===== config.mk =====
export PLATFORM = sky130hd
export DESIGN_NAME = prog_loader
export DESIGN_NICKNAME = d
export VERILOG_FILES = /design/src/rtl/prog_loader.sv
export SDC_FILE = /design/constraint.sdc
export NUM_CORES = 1
export LEC_CHECK = 0
export CORE_ASPECT_RATIO = 1.5
export CORE_MARGIN = 8
export CORE_UTILIZATION = 55
export CTS_BUF_LIST = sky130_fd_sc_hd__clkbuf_16
export DETAILED_ROUTE_END_ITERATION = 8
export PLACE_DENSITY = 0.8
export SYNTH_ARGS = -nofsm -noshare
export SYNTH_HDL_FRONTEND = slang
export SYNTH_SLANG_ARGS = --single-unit

===== constraint.sdc =====
create_clock -name i_clk -period 2.5 [get_ports i_clk]
set_input_delay 0.625 -clock i_clk [delete_from_list [all_inputs] [get_ports i_clk]]
set_output_delay 0.625 -clock i_clk [all_outputs]
set_load 0.05 [all_outputs]

===== src/rtl/prog_loader.sv =====
`default_nettype none
// ============================================================================
// Module   : prog_loader
// Brief    : UART-driven program loader and run controller for the BIP-I CPU.
// Revision : 1.0 - initial release
// ============================================================================
module prog_loader #(
  parameter int IBITS = 16,
  parameter int ADDR  = 11
) (
  input  logic             i_clk,
  input  logic             i_rst,
  input  logic [7:0]       i_rx_data,
  input  logic             i_rx_done,
  input  logic             i_tx_done,
  input  logic             i_halt,
  output logic [7:0]       o_tx_data,
  output logic             o_tx_start,
  output logic             o_pm_wr_en,
  output logic [ADDR-1:0]  o_pm_addr,
  output logic [IBITS-1:0] o_pm_data,
  output logic             o_cpu_rst_n,
  output logic             o_cpu_en
);

  typedef enum logic [3:0] {
    S_IDLE    = 4'd0,
    S_CNT_HI  = 4'd1,
    S_CNT_LO  = 4'd2,
    S_INST_HI = 4'd3,
    S_INST_LO = 4'd4,
    S_WRITE   = 4'd5,
    S_SEND    = 4'd6,
    S_WAIT_TX = 4'd7,
    S_RUN     = 4'd8
  } state_t;

  localparam logic [7:0]  c_cmd_load = 8'h4C;
  localparam logic [7:0]  c_cmd_run  = 8'h52;
  localparam logic [7:0]  c_ack      = 8'h06;
  localparam logic [7:0]  c_nak      = 8'h15;
  localparam logic [7:0]  c_halted   = 8'h48;
  localparam logic [16:0] c_cap      = 17'(1) << ADDR;

  state_t           r_state, w_state;
  logic [7:0]       r_hi, w_hi;
  logic [ADDR:0]    r_count, w_count;
  logic [ADDR:0]    r_wcnt, w_wcnt;
  logic [ADDR-1:0]  r_addr, w_addr;
  logic [IBITS-1:0] r_pm_data, w_pm_data;
  logic             r_pm_wr_en, w_pm_wr_en;
  logic [7:0]       r_tx_data, w_tx_data;
  logic             r_tx_start, w_tx_start;
  logic             r_cpu_rst_n, w_cpu_rst_n;
  logic             r_cpu_en, w_cpu_en;

  logic [15:0]      w_word;
  logic [ADDR:0]    w_wcnt_inc;

  assign w_word     = {r_hi, i_rx_data};
  assign w_wcnt_inc = r_wcnt + (ADDR+1)'(1);

  always_ff @(posedge i_clk or negedge i_rst) begin
    if (!i_rst) begin
      r_state     <= S_IDLE;
      r_hi        <= '0;
      r_count     <= '0;
      r_wcnt      <= '0;
      r_addr      <= '0;
      r_pm_data   <= '0;
      r_pm_wr_en  <= 1'b0;
      r_tx_data   <= '0;
      r_tx_start  <= 1'b0;
      r_cpu_rst_n <= 1'b0;
      r_cpu_en    <= 1'b0;
    end else begin
      r_state     <= w_state;
      r_hi        <= w_hi;
      r_count     <= w_count;
      r_wcnt      <= w_wcnt;
      r_addr      <= w_addr;
      r_pm_data   <= w_pm_data;
      r_pm_wr_en  <= w_pm_wr_en;
      r_tx_data   <= w_tx_data;
      r_tx_start  <= w_tx_start;
      r_cpu_rst_n <= w_cpu_rst_n;
      r_cpu_en    <= w_cpu_en;
    end
  end

  always_comb begin
    w_state     = r_state;
    w_hi        = r_hi;
    w_count     = r_count;
    w_wcnt      = r_wcnt;
    w_addr      = r_addr;
    w_pm_data   = r_pm_data;
    w_pm_wr_en  = 1'b0;
    w_tx_data   = r_tx_data;
    w_tx_start  = 1'b0;
    w_cpu_rst_n = r_cpu_rst_n;
    w_cpu_en    = r_cpu_en;

    case (r_state)
      S_IDLE: begin
        // A new command re-resets the CPU; a halted CPU is held until then.
        if (i_rx_done && (i_rx_data == c_cmd_load)) begin
          w_cpu_rst_n = 1'b0;
          w_cpu_en    = 1'b0;
          w_state     = S_CNT_HI;
        end else if (i_rx_done && (i_rx_data == c_cmd_run)) begin
          w_cpu_rst_n = 1'b0;
          w_cpu_en    = 1'b0;
          w_state     = S_RUN;
        end
      end
      S_CNT_HI: begin
        if (i_rx_done) begin
          w_hi    = i_rx_data;
          w_state = S_CNT_LO;
        end
      end
      S_CNT_LO: begin
        if (i_rx_done) begin
          if (w_word == 16'd0) begin
            w_tx_data = c_ack;
            w_state   = S_SEND;
          end else if ({1'b0, w_word} > c_cap) begin
            w_tx_data = c_nak;
            w_state   = S_SEND;
          end else begin
            w_count = w_word[ADDR:0];
            w_wcnt  = '0;
            w_addr  = '0;
            w_state = S_INST_HI;
          end
        end
      end
      S_INST_HI: begin
        if (i_rx_done) begin
          w_hi    = i_rx_data;
          w_state = S_INST_LO;
        end
      end
      S_INST_LO: begin
        if (i_rx_done) begin
          w_pm_data  = IBITS'(w_word);
          w_pm_wr_en = 1'b1;
          w_state    = S_WRITE;
        end
      end
      S_WRITE: begin
        // Address may wrap to 0 after a full-memory load; no write follows it.
        w_addr = r_addr + ADDR'(1);
        w_wcnt = w_wcnt_inc;
        if (w_wcnt_inc == r_count) begin
          w_tx_data = c_ack;
          w_state   = S_SEND;
        end else begin
          w_state = S_INST_HI;
        end
      end
      S_SEND: begin
        w_tx_start = 1'b1;
        w_state    = S_WAIT_TX;
      end
      S_WAIT_TX: begin
        if (i_tx_done) begin
          w_state = S_IDLE;
        end
      end
      S_RUN: begin
        // Halt is only meaningful once the CPU is out of reset and clocked.
        if (r_cpu_en && i_halt) begin
          w_cpu_en  = 1'b0;
          w_tx_data = c_halted;
          w_state   = S_SEND;
        end else begin
          w_cpu_rst_n = 1'b1;
          w_cpu_en    = 1'b1;
        end
      end
      default: begin
        w_state = S_IDLE;
      end
    endcase
  end

  assign o_tx_data   = r_tx_data;
  assign o_tx_start  = r_tx_start;
  assign o_pm_wr_en  = r_pm_wr_en;
  assign o_pm_addr   = r_addr;
  assign o_pm_data   = r_pm_data;
  assign o_cpu_rst_n = r_cpu_rst_n;
  assign o_cpu_en    = r_cpu_en;

endmodule
`default_nettype wire

==> metrics.md <==
| Metric | Value |
|---|---|
| Cell taking the most area after synthesis | `dfrtp_1` |
| Iteration-0 DRC Markers | `249` |
| Pleak | `2.158 nW` |
| Area contributors post-synth | `dfrtp_1, mux2_2, o21ai_0, mux2_4, nand2_1` |
| Power per cell area | `1336 nW/um^2` |
| GRT Util Overall | `20.17%` |
| H-tree Lvls | `3` |
| Asr flop ratio synth | `100.0%` |
| Die H | `117.1 um` |
| Post-route setup slack | `0.007339 ns` |
| Num rows | `37` |
| Clk_lat worst skew | `0.34 ns` |
| Yosys warns | `0` |
| Starting density of the core | `between 50% and 60%` |
| Number of global-route vias before repair | `3,364` |
| Hold buffers post-CTS | `0` |
| Met2 Usage GRT | `a little over a third` |
| Slew @ Worst Pin | `0.5755 ns` |
| CP endpoint kind | `flip-flop` |
| Register area share after synthesis | `47.44%` |
| Slew headroom | `61.63%` |
| CTS root buf | `clkbuf_16` |
| TritonCTS clock tree | `built` |
| CP Data Required Time | `around 2.7 ns` |
| Routed vias | `between 3k and 4k` |
| Layout overhead on the synthesized area | `30.17%` |
| Commonest non-fill, non-tap cell in the layout | `dfrtp_1` |
| Arr. time, crit path | `2.72 ns` |
| GRT met3 Usage | `5.609%` |
| Maximum VDD drop | `1.013 mV` |
| DRT Pass-1 Iters | `5` |
| Fillers | `around 470` |
| Antenna violations before repair | `0` |
| Vias per cell | `approximately 6.0` |
| Dpl cell area | `~4500 sq um` |
| Synth top area share | `47.44%` |
| Post-Syn Area | `approximately 3700 sq um` |
| CTS buffer count | `9` |
| Post-DP HPWL | `6761 um` |
| Core Util, Final | `72.62%` |
| I/O Buffers | `49` |
| Clk buf depth | `2` |
| Antenna Violating Nets Remaining | `0` |
| Place WS | `-0.5221 ns` |
| CP Class | `input port to flip-flop` |
| Hold Path Class | `input port to async pin` |
| Fin. Hold Viols | `0` |
| Final Cell Area | `between 4000 and 5000 sq um` |
| Most frequent cells in the layout | `dfrtp_1, clkdlybuf4s50_1, buf_4, nand2_1, o21ai_0` |
| GRT busiest layer | `met2` |
| Final Slew Violations | `0` |
| Final net count | `458` |
| DRT Wirelength | `9515 um` |
| Maximum fanout along the worst path | `5` |
| Final Cycle Share | `roughly 100%` |
| Clk_skew | `0.008751 ns` |
| Mapped Cells | `between 300 and 400` |
| Post-synth top flop | `dfrtp_1` |
| First-pass GRT wire length | `16,060 um` |
| Antenna Cells | `0` |
| Die W | `83.38 um` |
| Die area | `9760 sq um` |
| Per-cell routed wire length | `18.09 um` |
| Max Clk Rate | `0.4012 GHz` |
| EDFF count, synth | `0` |
| Io pins | `52` |
| DRC | `0` |
| Layout cell share with drive strength beyond 1 | `22.99%` |
| Avg Cell Area, Syn | `10.20 sq um` |
| Status | `complete, no violations` |
| Post-synth cell types | `59` |
| Final min period | `2.493 ns` |
| Grt total ovfl | `0` |
| Yosys reg bits | `71` |
| Met1 Use GR | `21.82%` |
| Critical Path Source Type | `input port` |
| Core footprint | `6713 sq um` |
| Clock Pin Slew Worst Setup and Hold Paths | `0.06 ns` |
| Largest net degree at the start of global routing | `28` |
| Max Cap Viol | `0` |
| Routability cong. | `0.8763` |
| RSZ-0062 raised after global routing | `yes` |
| Sink Count | `71` |
| Final setup vio count | `0` |
synthesized netlist by cell type, drive strengths merged, types with 3 or more instances:
cell type and number:
dfrtp 71, mux2 35, nand2 34, o21ai 34, nor2 25, clkbuf 16, nand3 16, xnor2 14
a21oi 10, and3 10, buf 9, a31oi 7, nor3 7, a211oi 5, and2 5, inv 5
o31ai 5, or3 5, a21boi 4, nand4 4, nor4 4, xor2 4, mux2i 3, o211ai 3
or4 3
flip-flops by register name, indices dropped and copies added, names as in the netlist:
| register | flops |
|---|---|
| o_cpu_rst_n | 1 |
| o_pm_wr_en | 1 |
| o_tx_start | 1 |
| r_hi | 8 |
| r_wcnt | 12 |
| o_pm_data | 16 |
| o_pm_addr | 11 |
| r_count | 12 |
| r_state | 4 |
| o_tx_data | 4 |
| o_cpu_en | 1 |
path summary, 6_finish.rpt:
kind | cells after the start | from | to | slack, ns
min in group i_clk | 1 | o_pm_data[5] | o_pm_data[5] | 0.50
min | 1 | i_rst | r_wcnt[10] | 0.28
max | 7 | i_rx_data[3] | o_tx_data[4] | 0.007
max reg2reg | 6 | r_hi[1] | o_tx_data[4] | 0.14
min reg2reg | 1 | o_pm_data[5] | o_pm_data[5] | 0.50
max in group asynchronous | 2 | i_rst | o_cpu_rst_n | 1.69
layer usage:
metal | vias up | routed length [um]
met5 | - | 0
met4 | 0 | 238
met3 | 20 | 434
met2 | 96 | 4976
met1 | 1558 | 3866
li1 | 1476 | -
area by class of cell:
type	instances	area, sq um	share of cell area [%]
well taps	78	97.59	2.002
clock inverters	7	55.05	1.129
repair buffers	89	830.8	17.04
inverters	5	18.77	0.3850
clock buffers	9	225.2	4.620
flip-flops and latches	71	1777	36.45
multi-input cells	267	1871	38.37
cell families (layout without fill, tap and decap cells):
| logic type | count (synthesis) | in the layout | share of synthesized area, % |
|---|---|---|---|
| DFF | 71 | 71 | 47.44 |
| AOI/OAI and AO/OA | 82 | 82 | 13.80 |
| muxes | 38 | 38 | 12.23 |
| adders and majority gates | 2 | 2 | 0.6681 |
| and+or+nand+nor | 125 | 125 | 17.77 |
| buffers and inverters | 30 | 110 | 3.775 |
| xor gates and xnor gates | 18 | 18 | 4.210 |
| other | 1 | 2 | 0.1001 |
timing repair:
item,in CTS,in global routing
pin swaps,6,0
setup endpoints to repair,36,6
buffers inserted,2,1
gates resized for setup,9,2
where the power goes:
group	total [W]	internal [W]	switching, W
clock network	0.00120	0.000679	0.000518
logic	0.00317	0.00134	0.00183
registers	0.00215	0.00164	0.000510
worst max-delay path, cell delays in order:
cell           delay (ns)
dlygate4sd2_1        0.25
or4_4                0.55
nor3_4               0.21
mux2_4               0.37
a31oi_4              0.21
mux2_4               0.31
a31o_1               0.19
per-stage QoR:
| stage | total power [W] | TNS, ns | std cells | hold slack, ns |
|---|---|---|---|---|
| CTS | 0.006515 | 0 | 525 | 0.3038 |
| finish | 0.006512 | 0 | 526 | 0.2776 |
| global placement | 0.005160 | -14.26 | 507 | 0.4718 |
| global route | 0.006859 | -0.04141 | 526 | 0.3164 |
| detailed placement | 0.005259 | -17.21 | 507 | 0.4926 |
| floorplan | 0.004209 | 0 | 368 | 0.3294 |
No activity file was read; power rests on OpenSTA's default activity.
